### src/rtl/req_dispatch_pkg.sv
// req_dispatch_pkg: shared constants and state type for the request dispatcher.
//   N_REQ   number of request lines
//   ID_W    width of a request index
//   state_t dispatcher FSM state (ST_IDLE / ST_PRESENT)
package req_dispatch_pkg;

    localparam int N_REQ = 8;
    localparam int ID_W  = 3;

    typedef enum logic {
        ST_IDLE    = 1'b0,
        ST_PRESENT = 1'b1
    } state_t;

endpackage

### src/rtl/prio_enc8.sv
// prio_enc8: combinational lowest-index priority encoder.
//   eligible_i  in   8  candidate request bits
//   id_o        out  3  index of the lowest set bit (0 when none set)
//   any_o       out  1  at least one bit of eligible_i is set
module prio_enc8
    import req_dispatch_pkg::*;
(
    input  logic [N_REQ-1:0] eligible_i,
    output logic [ID_W-1:0]  id_o,
    output logic             any_o
);

    // Scan from the top down so the lowest set index is written last and wins.
    always_comb begin
        id_o = '0;
        for (int i = N_REQ - 1; i >= 0; i--) begin
            if (eligible_i[i]) begin
                id_o = ID_W'(i);
            end
        end
    end

    assign any_o = |eligible_i;

endmodule

### src/rtl/req_dispatch_8.sv
// req_dispatch_8: captures rising edges on eight request lines into a pending
// register and presents the lowest-index unmasked pending request as an ID on a
// valid/ready handshake.
//   clk        in   1      system clock
//   resetn     in   1      async active-low reset
//   req_i      in   8      request lines; 0->1 raises a request
//   mask_i     in   8      1 = line not selectable (capture continues)
//   out_valid  out  1      out_id holds a request
//   out_id     out  3      presented request index
//   out_ready  in   1      consumer accepts when out_valid & out_ready
//   pend_o     out  8      pending register
//   ovf_o      out  1      sticky: edge arrived on an already pending line
//   ovf_clr_i  in   1      clears ovf_o (a simultaneous set wins)
//   svc_cnt_o  out  CNT_W  accepted request count, wrapping
//
// state      | meaning
// -----------+--------------------------------------------------------------
// ST_IDLE    | nothing presented; picks the next eligible request if any
// ST_PRESENT | out_id presented and frozen until the consumer accepts it
module req_dispatch_8
    import req_dispatch_pkg::*;
#(
    parameter int CNT_W = 16
) (
    input  logic             clk,
    input  logic             resetn,
    input  logic [N_REQ-1:0] req_i,
    input  logic [N_REQ-1:0] mask_i,
    output logic             out_valid,
    output logic [ID_W-1:0]  out_id,
    input  logic             out_ready,
    output logic [N_REQ-1:0] pend_o,
    output logic             ovf_o,
    input  logic             ovf_clr_i,
    output logic [CNT_W-1:0] svc_cnt_o
);

    state_t           state;
    logic [N_REQ-1:0] req_q;
    logic [N_REQ-1:0] pend;
    logic [N_REQ-1:0] req_edge;
    logic [N_REQ-1:0] acc_clr;
    logic [N_REQ-1:0] eligible;
    logic [ID_W-1:0]  sel_id;
    logic             sel_any;
    logic             fire;

    assign req_edge = req_i & ~req_q;
    assign fire     = out_valid & out_ready;
    assign acc_clr  = fire ? (N_REQ'(1) << out_id) : '0;
    assign eligible = pend & ~mask_i;
    assign pend_o   = pend;

    prio_enc8 u_prio (
        .eligible_i (eligible),
        .id_o       (sel_id),
        .any_o      (sel_any)
    );

    // Edge capture and overflow; a new edge beats an acceptance clear on the same bit.
    always_ff @(posedge clk or negedge resetn) begin
        if (!resetn) begin
            req_q <= '0;
            pend  <= '0;
            ovf_o <= 1'b0;
        end else begin
            req_q <= req_i;
            pend  <= req_edge | (pend & ~acc_clr);
            if (|(req_edge & pend)) begin
                ovf_o <= 1'b1;
            end else if (ovf_clr_i) begin
                ovf_o <= 1'b0;
            end
        end
    end

    always_ff @(posedge clk or negedge resetn) begin
        if (!resetn) begin
            state     <= ST_IDLE;
            out_valid <= 1'b0;
            out_id    <= '0;
            svc_cnt_o <= '0;
        end else begin
            case (state)
                ST_IDLE: begin
                    if (sel_any) begin
                        out_id    <= sel_id;
                        out_valid <= 1'b1;
                        state     <= ST_PRESENT;
                    end
                end
                ST_PRESENT: begin
                    if (out_ready) begin
                        out_valid <= 1'b0;
                        svc_cnt_o <= svc_cnt_o + CNT_W'(1);
                        state     <= ST_IDLE;
                    end
                end
                default: begin
                    out_valid <= 1'b0;
                    state     <= ST_IDLE;
                end
            endcase
        end
    end

endmodule
### config.mk
export PLATFORM = sky130hd
export DESIGN_NAME = req_dispatch_8
export DESIGN_NICKNAME = d
export VERILOG_FILES = /design/src/rtl/req_dispatch_pkg.sv /design/src/rtl/prio_enc8.sv /design/src/rtl/req_dispatch_8.sv
export SDC_FILE = /design/constraint.sdc
export NUM_CORES = 1
export LEC_CHECK = 0
export CAP_MARGIN = 20
export CORE_ASPECT_RATIO = 0.75
export CORE_MARGIN = 2
export CORE_UTILIZATION = 42
export CTS_CLUSTER_DIAMETER = 80
export DETAILED_ROUTE_END_ITERATION = 8
export GPL_TIMING_DRIVEN = 0
export PLACE_DENSITY = 0.75
export SYNTH_ARGS = -nofsm -noshare
export SYNTH_HDL_FRONTEND = slang
export SYNTH_HIERARCHICAL = 1
export SYNTH_SLANG_ARGS = --single-unit
### constraint.sdc
create_clock -name clk -period 1.5 [get_ports clk]
set_clock_uncertainty 0.15 [all_clocks]
set_input_delay 0.15 -clock clk [delete_from_list [all_inputs] [get_ports clk]]
set_output_delay 0.15 -clock clk [all_outputs]
set_load 0.05 [all_outputs]
=== After elaboration in Yosys (flattened, before gate mapping) ===
Cells that the tools add are included.

* Output and inout port bits: 29
* Input bits: 20
* Register bits: 38

* Bitwise gates (word level): 10
* Reductions and logical operators: 6
* Add/subtract/negate cells: 1
* Shift-type cells: 1
* Equal/unequal tests: 2
* Multiplexer cells: 17

{| class="wikitable"
|+ Operators by type and width
! operator !! number
|-
| 8-bit AND || 4
|-
| 3-bit two-way mux || 8
|-
| 8-bit NOT || 3
|-
| 16-bit by 1-bit adder with 16-bit output, second input constant || 1
|-
| 8-bit OR reduction || 2
|-
| 8-bit two-way mux || 1
|-
| 8-bit bitwise OR || 1
|-
| 1-bit by 3-bit left shift with 8-bit output, first input constant || 1
|-
| 1-bit two-way mux || 6
|-
| 2-bit AND reduction || 3
|-
| 2-bit != test, second input constant || 2
|-
| 1-bit case mux with 2 select lines || 2
|-
| 2-bit nonzero test || 1
|-
| 1-bit AND || 1
|-
| 1-bit NOT || 1
|}

=== Logic depth before layout (Yosys ltp) ===
* Depth in word-level cells: 10
* Gate-level depth with buffers: 5
* Mapped depth without buffers: 5

=== Hierarchy ===
Netlist, hierarchy kept.

{| class="wikitable"
|+ Modules (own cells, without submodules)
! module !! area each (sq um) !! instances !! cells each
|-
| req_dispatch_8 || 1612.8 || 1 || 135
|-
| prio_enc8 || 81.3 || 1 || 13
|}

=== Worst setup path before layout ===
No wires, ideal clock.

* Path type: flip-flop to flip-flop
* Start point: register pend[4], in the netlist pend_o[4]
* End point: register out_id[0]
* Buffers on the path: 0
* Arrival time: 1.700 ns
* Clock period less this slack: 1.975 ns
* Setup slack: -0.475 ns
* Stages on the path, launching flop included: 6
* Path through: dfrtp_1 -> nor2b_1 -> nor4_2 -> nand3_1 -> nor2b_1 -> mux2_2

{| class="wikitable"
|+ RTL lines
! item !! RTL line !! RTL
|-
| start, declared || req_dispatch_8.sv:40 || <nowiki>logic [N_REQ-1:0] pend;</nowiki>
|-
| start signal, assigned || req_dispatch_8.sv:68 || <nowiki>pend <= req_edge | (pend & ~acc_clr);</nowiki>
|-
| 8-bit AND || req_dispatch_8.sv:51 || <nowiki>assign eligible = pend & ~mask_i;</nowiki>
|-
| via eligible[4] || req_dispatch_8.sv:43 || <nowiki>logic [N_REQ-1:0] eligible;</nowiki>
|-
| 8-bit OR reduction || prio_enc8.sv:23 || <nowiki>assign any_o = |eligible_i;</nowiki>
|-
| via sel_any || req_dispatch_8.sv:45 || <nowiki>logic sel_any;</nowiki>
|-
| 2-bit AND reduction (no source line) || - ||
|-
| end signal, assigned || req_dispatch_8.sv:87 || <nowiki>out_id <= sel_id;</nowiki>
|-
| end, declared || req_dispatch_8.sv:30 || <nowiki>output logic [ID_W-1:0] out_id,</nowiki>
|}

The timed path passes the listed nets, and every way through them passes these cells.
A chain may end at the register's enable or synchronous reset.

=== Worst setup path in the final report ===
* Start point: register pend[5], in the netlist pend_o[5]
* End point: register out_id[2]

Same word-level chain as after synthesis.

==> flow_metrics.env <==
export IMPL_status="complete, but fails checks"
export IMPL_violations="negative setup slack"
export IMPL_clk_path_buf_depth=2
export IMPL_postSynthAreaPerCell_sq_um=11.4
export IMPL_ys_seq_area_share_pct=56.1
export IMPL_power_leakage_uw=0.00119
export IMPL_grt_max_degree=39
export IMPL_syn_num_nets=169
export IMPL_die_x_microns=77.3
export IMPL_syn_inst=148
export IMPL_synth_top_area_share_pct=56.1
export IMPL_nFillCells=319
export IMPL_stdcell_count=275
export IMPL_final_period_utilization_pct=108
export IMPL_combPwrFrac_pct=45.9
export IMPL_dp_cells=248
export IMPL_yosysMostFrequentCell="dfrtp_1"
export IMPL_hp_class="in -> reg"
export IMPL_remaining_drc_errors=0
export IMPL_first_pass_iters=6
export IMPL_fmax_mhz=616
export IMPL_p_total_uw=4030
export IMPL_wl_met3_microns=123
export IMPL_area_growth_pct=50.0
export IMPL_peakVddDrop_mv=1.14
export IMPL_path_class="reg -> reg"
export IMPL_p_switching_uw=1760
export IMPL_max_slew_margin_pct=46.4
export IMPL_gr_total_overflow=0
export IMPL_power_density_nw_per_um2=1590
export IMPL_seq_power_share_pct=38.2
export IMPL_clk_latency_ns=0.29
export IMPL_clk_pin_slew_ns=0.06
export IMPL_num_vias=1347
export IMPL_yosysUniqueCellTypes=32
export IMPL_synth_commonest_cells="38 x dfrtp_1, 16 x o21ai_0, 11 x inv_1, 11 x xnor2_1, 10 x nor2b_1"
export IMPL_pwr_share_clk_pct=15.8
export IMPL_crit_top_cell="nor2b_4"
export IMPL_grt_total_usage_pct=19.4
export IMPL_cp_num_cells=5
export IMPL_arrival_ns=1.64
export IMPL_coreArea_sq_um=3760
export IMPL_setup_ws_ns=-0.123
export IMPL_start_util_pct=45.1
export IMPL_end_kind="flop"
export IMPL_vias_per_cell=4.90
export IMPL_final_nets=243
export IMPL_intPower_uw=2270
export IMPL_cp_max_fo=5
export IMPL_start_kind="flop"
export IMPL_final_util_pct=67.7
export IMPL_grt_pass1_wl_microns=6570
export IMPL_numCtsBuffers=5
export IMPL_slowest_stage="dfrtp_2"
export IMPL_synth_largest_area_cell="dfrtp_1"
export IMPL_drive_gt1_share_pct=44.4
export IMPL_drt_iter0_drc=48
export IMPL_finalHoldViolCount=0
export IMPL_hold_depth=1
export IMPL_tightest_slew_ns=0.804
export IMPL_clock_sinks=38
export IMPL_antennaDiodeCount=0
export IMPL_min_period_ns=1.62
export IMPL_grt_setup_unrepaired="yes"
export IMPL_setup_viol=6
export IMPL_slew_viol_final=0
export IMPL_synthArstFlopShare_pct=100
export IMPL_path_buf_inv=0
export IMPL_synth_seq_cells=38
export IMPL_m1WireLength_microns=1790
export IMPL_die_height_microns=59
export IMPL_wirelength_microns=3900
export IMPL_port_buffers=48
export IMPL_wl_met2_microns=1950
export IMPL_antenna_found_initial=0
export IMPL_synth_edff_count=0
export IMPL_maxCapViolCount=0
export IMPL_rows=19
export IMPL_maxUsedRoutingLayer="met4"
export IMPL_io_pins=49
export IMPL_wl_per_cell_microns=14.2
export IMPL_ys_warn_count=6
export IMPL_antenna_left=0
export IMPL_post_dp_hpwl_microns=2750
export IMPL_reg2reg_depth=5
export IMPL_first_global_vias=1366
export IMPL_synthTopCellsByArea="dfrtp_1 56%, xnor2_1 5.7%, o21ai_0 4.7%, nand3b_1 4.0%, nor2b_1 3.7%"
export IMPL_synth_ff_type="dfrtp_1"
export IMPL_crit_family="simple AND/OR/NAND/NOR gates"
export IMPL_max_stage_delay_ns=0.41
export IMPL_synth_area_sq_um=1690
export IMPL_cts_max_level=2
export IMPL_cts_tree="done"
export IMPL_cts_root_buffer="clkbuf_8"
export IMPL_place_gp_congestion=0.824
export IMPL_die_area_sq_um=4560
export IMPL_crit_path_cell_trace="nor2b_4 > nor4_4 > nand3_1 > nor2b_4 > mux2_2"
export IMPL_crit_required_ns=1.51
export IMPL_sw_frac_of_total_pct=43.6
-- layout make-up --
| cell class | count | area [sq um] | share of cell area, % |
|---|---|---|---|
| multi-input combinational | 99 | 832 | 32.7 |
| sequential | 38 | 977 | 38.5 |
| tap | 52 | 65.1 | 2.56 |
| clock buffer | 8 | 80.1 | 3.15 |
| inverter | 11 | 41.3 | 1.62 |
| timing repair buffer | 67 | 546 | 21.5 |
-- final timing paths --
kind / startpoint / end / slack (ns)
worst min register to register: req_q[7] / pend_o[7] / 0.30
worst max-delay path: pend_o[5] / out_id[2] / -0.12
max in group asynchronous: resetn / pend_o[0] / 0.29
worst min-delay path: req_i[6] / req_q[6] / 0.22
worst max register to register: pend_o[5] / out_id[2] / -0.12
min in group asynchronous: resetn / svc_cnt_o[1] / 0.34
-- worst register-to-register path, delay by kind of cell (launching register included) --
kind,cells,cell delay [ns]
AND/OR/NAND/NOR,4,0.68
flip-flops,1,0.41
multiplexers,1,0.27
-- power by group through the flow --
| stage | logic [uW] | clock network (uW) | registers (uW) |
|---|---|---|---|
| 2_1_floorplan | 502 | 0 | 2180 |
| 3_3_place_gp | 1690 | 0 | 1570 |
| 5_1_grt | 1960 | 719 | 1590 |
| 3_5_place_dp | 1710 | 0 | 1590 |
| 4_1_cts | 1890 | 666 | 1550 |
| 6_report | 1850 | 638 | 1540 |
-- cells in the final DEF, fill, tap and decap left out, types with 4 or more instances in the layout --
master           synthesis  routed
buf_2                    0      10
buf_4                    0      17
clkbuf_2                 0       9
clkbuf_8                 0       5
clkdlybuf4s15_2          0      10
clkdlybuf4s50_1          0      17
dfrtp_1                 38      17
dfrtp_2                  0      21
inv_1                   11      11
mux2_2                   4       4
nand2_1                  7       5
nand2_4                  2       4
nand3b_1                 9       9
nor2_1                   5       4
nor2b_4                  0       4
o21ai_0                 16      16
xnor2_1                 11       9
xor2_1                   4       4
-- sequential cells by signal (all words and copies together) (netlist names) --
register and cells:
ovf_o 1, pend_o 8, req_q 8, out_id 3
state 1, out_valid 1, svc_cnt_o 16
-- metrics by stage --
step | hold WS [ns] | area, sq um | TNS [ns] | worst slack [ns]
after floorplan | -0.296 | 1760 | -1.13 | -0.213
after global placement | 0.275 | 2300 | -33.90 | -0.830
after detailed placement | 0.145 | 2300 | -5.34 | -0.398
after CTS | 0.209 | 2590 | -0.422 | -0.125
after global routing | 0.207 | 2540 | -0.855 | -0.181
final | 0.221 | 2540 | -0.423 | -0.123
-- cell families after synthesis --
| logic type | after synthesis | synth area share, % |
|---|---|---|
| compound gates | 24 | 8.20 |
| xor+xnor | 15 | 7.75 |
| fa+ha+maj | 1 | 0.738 |
| buf+inv | 11 | 2.44 |
| flops | 38 | 56.1 |
| mux | 4 | 2.66 |
| simple gates | 55 | 22.1 |
-- per-layer routing --
layer / track usage, % / vias up
met2: 31.7 / 30
li1: - / 663
met5: 0 / -
met3: 6.71 / 5
met1: 24.3 / 649
met4: 7.40 / 0
-- repair_timing --
item,CTS,global route
hold endpoints to repair,38,0
setup endpoints to repair,39,30
gates cloned,0,0
buffers inserted,16,2
gates resized for setup,88,36
hold buffers,1,0
pin swaps,10,7
No activity file was read; power rests on OpenSTA's default activity.
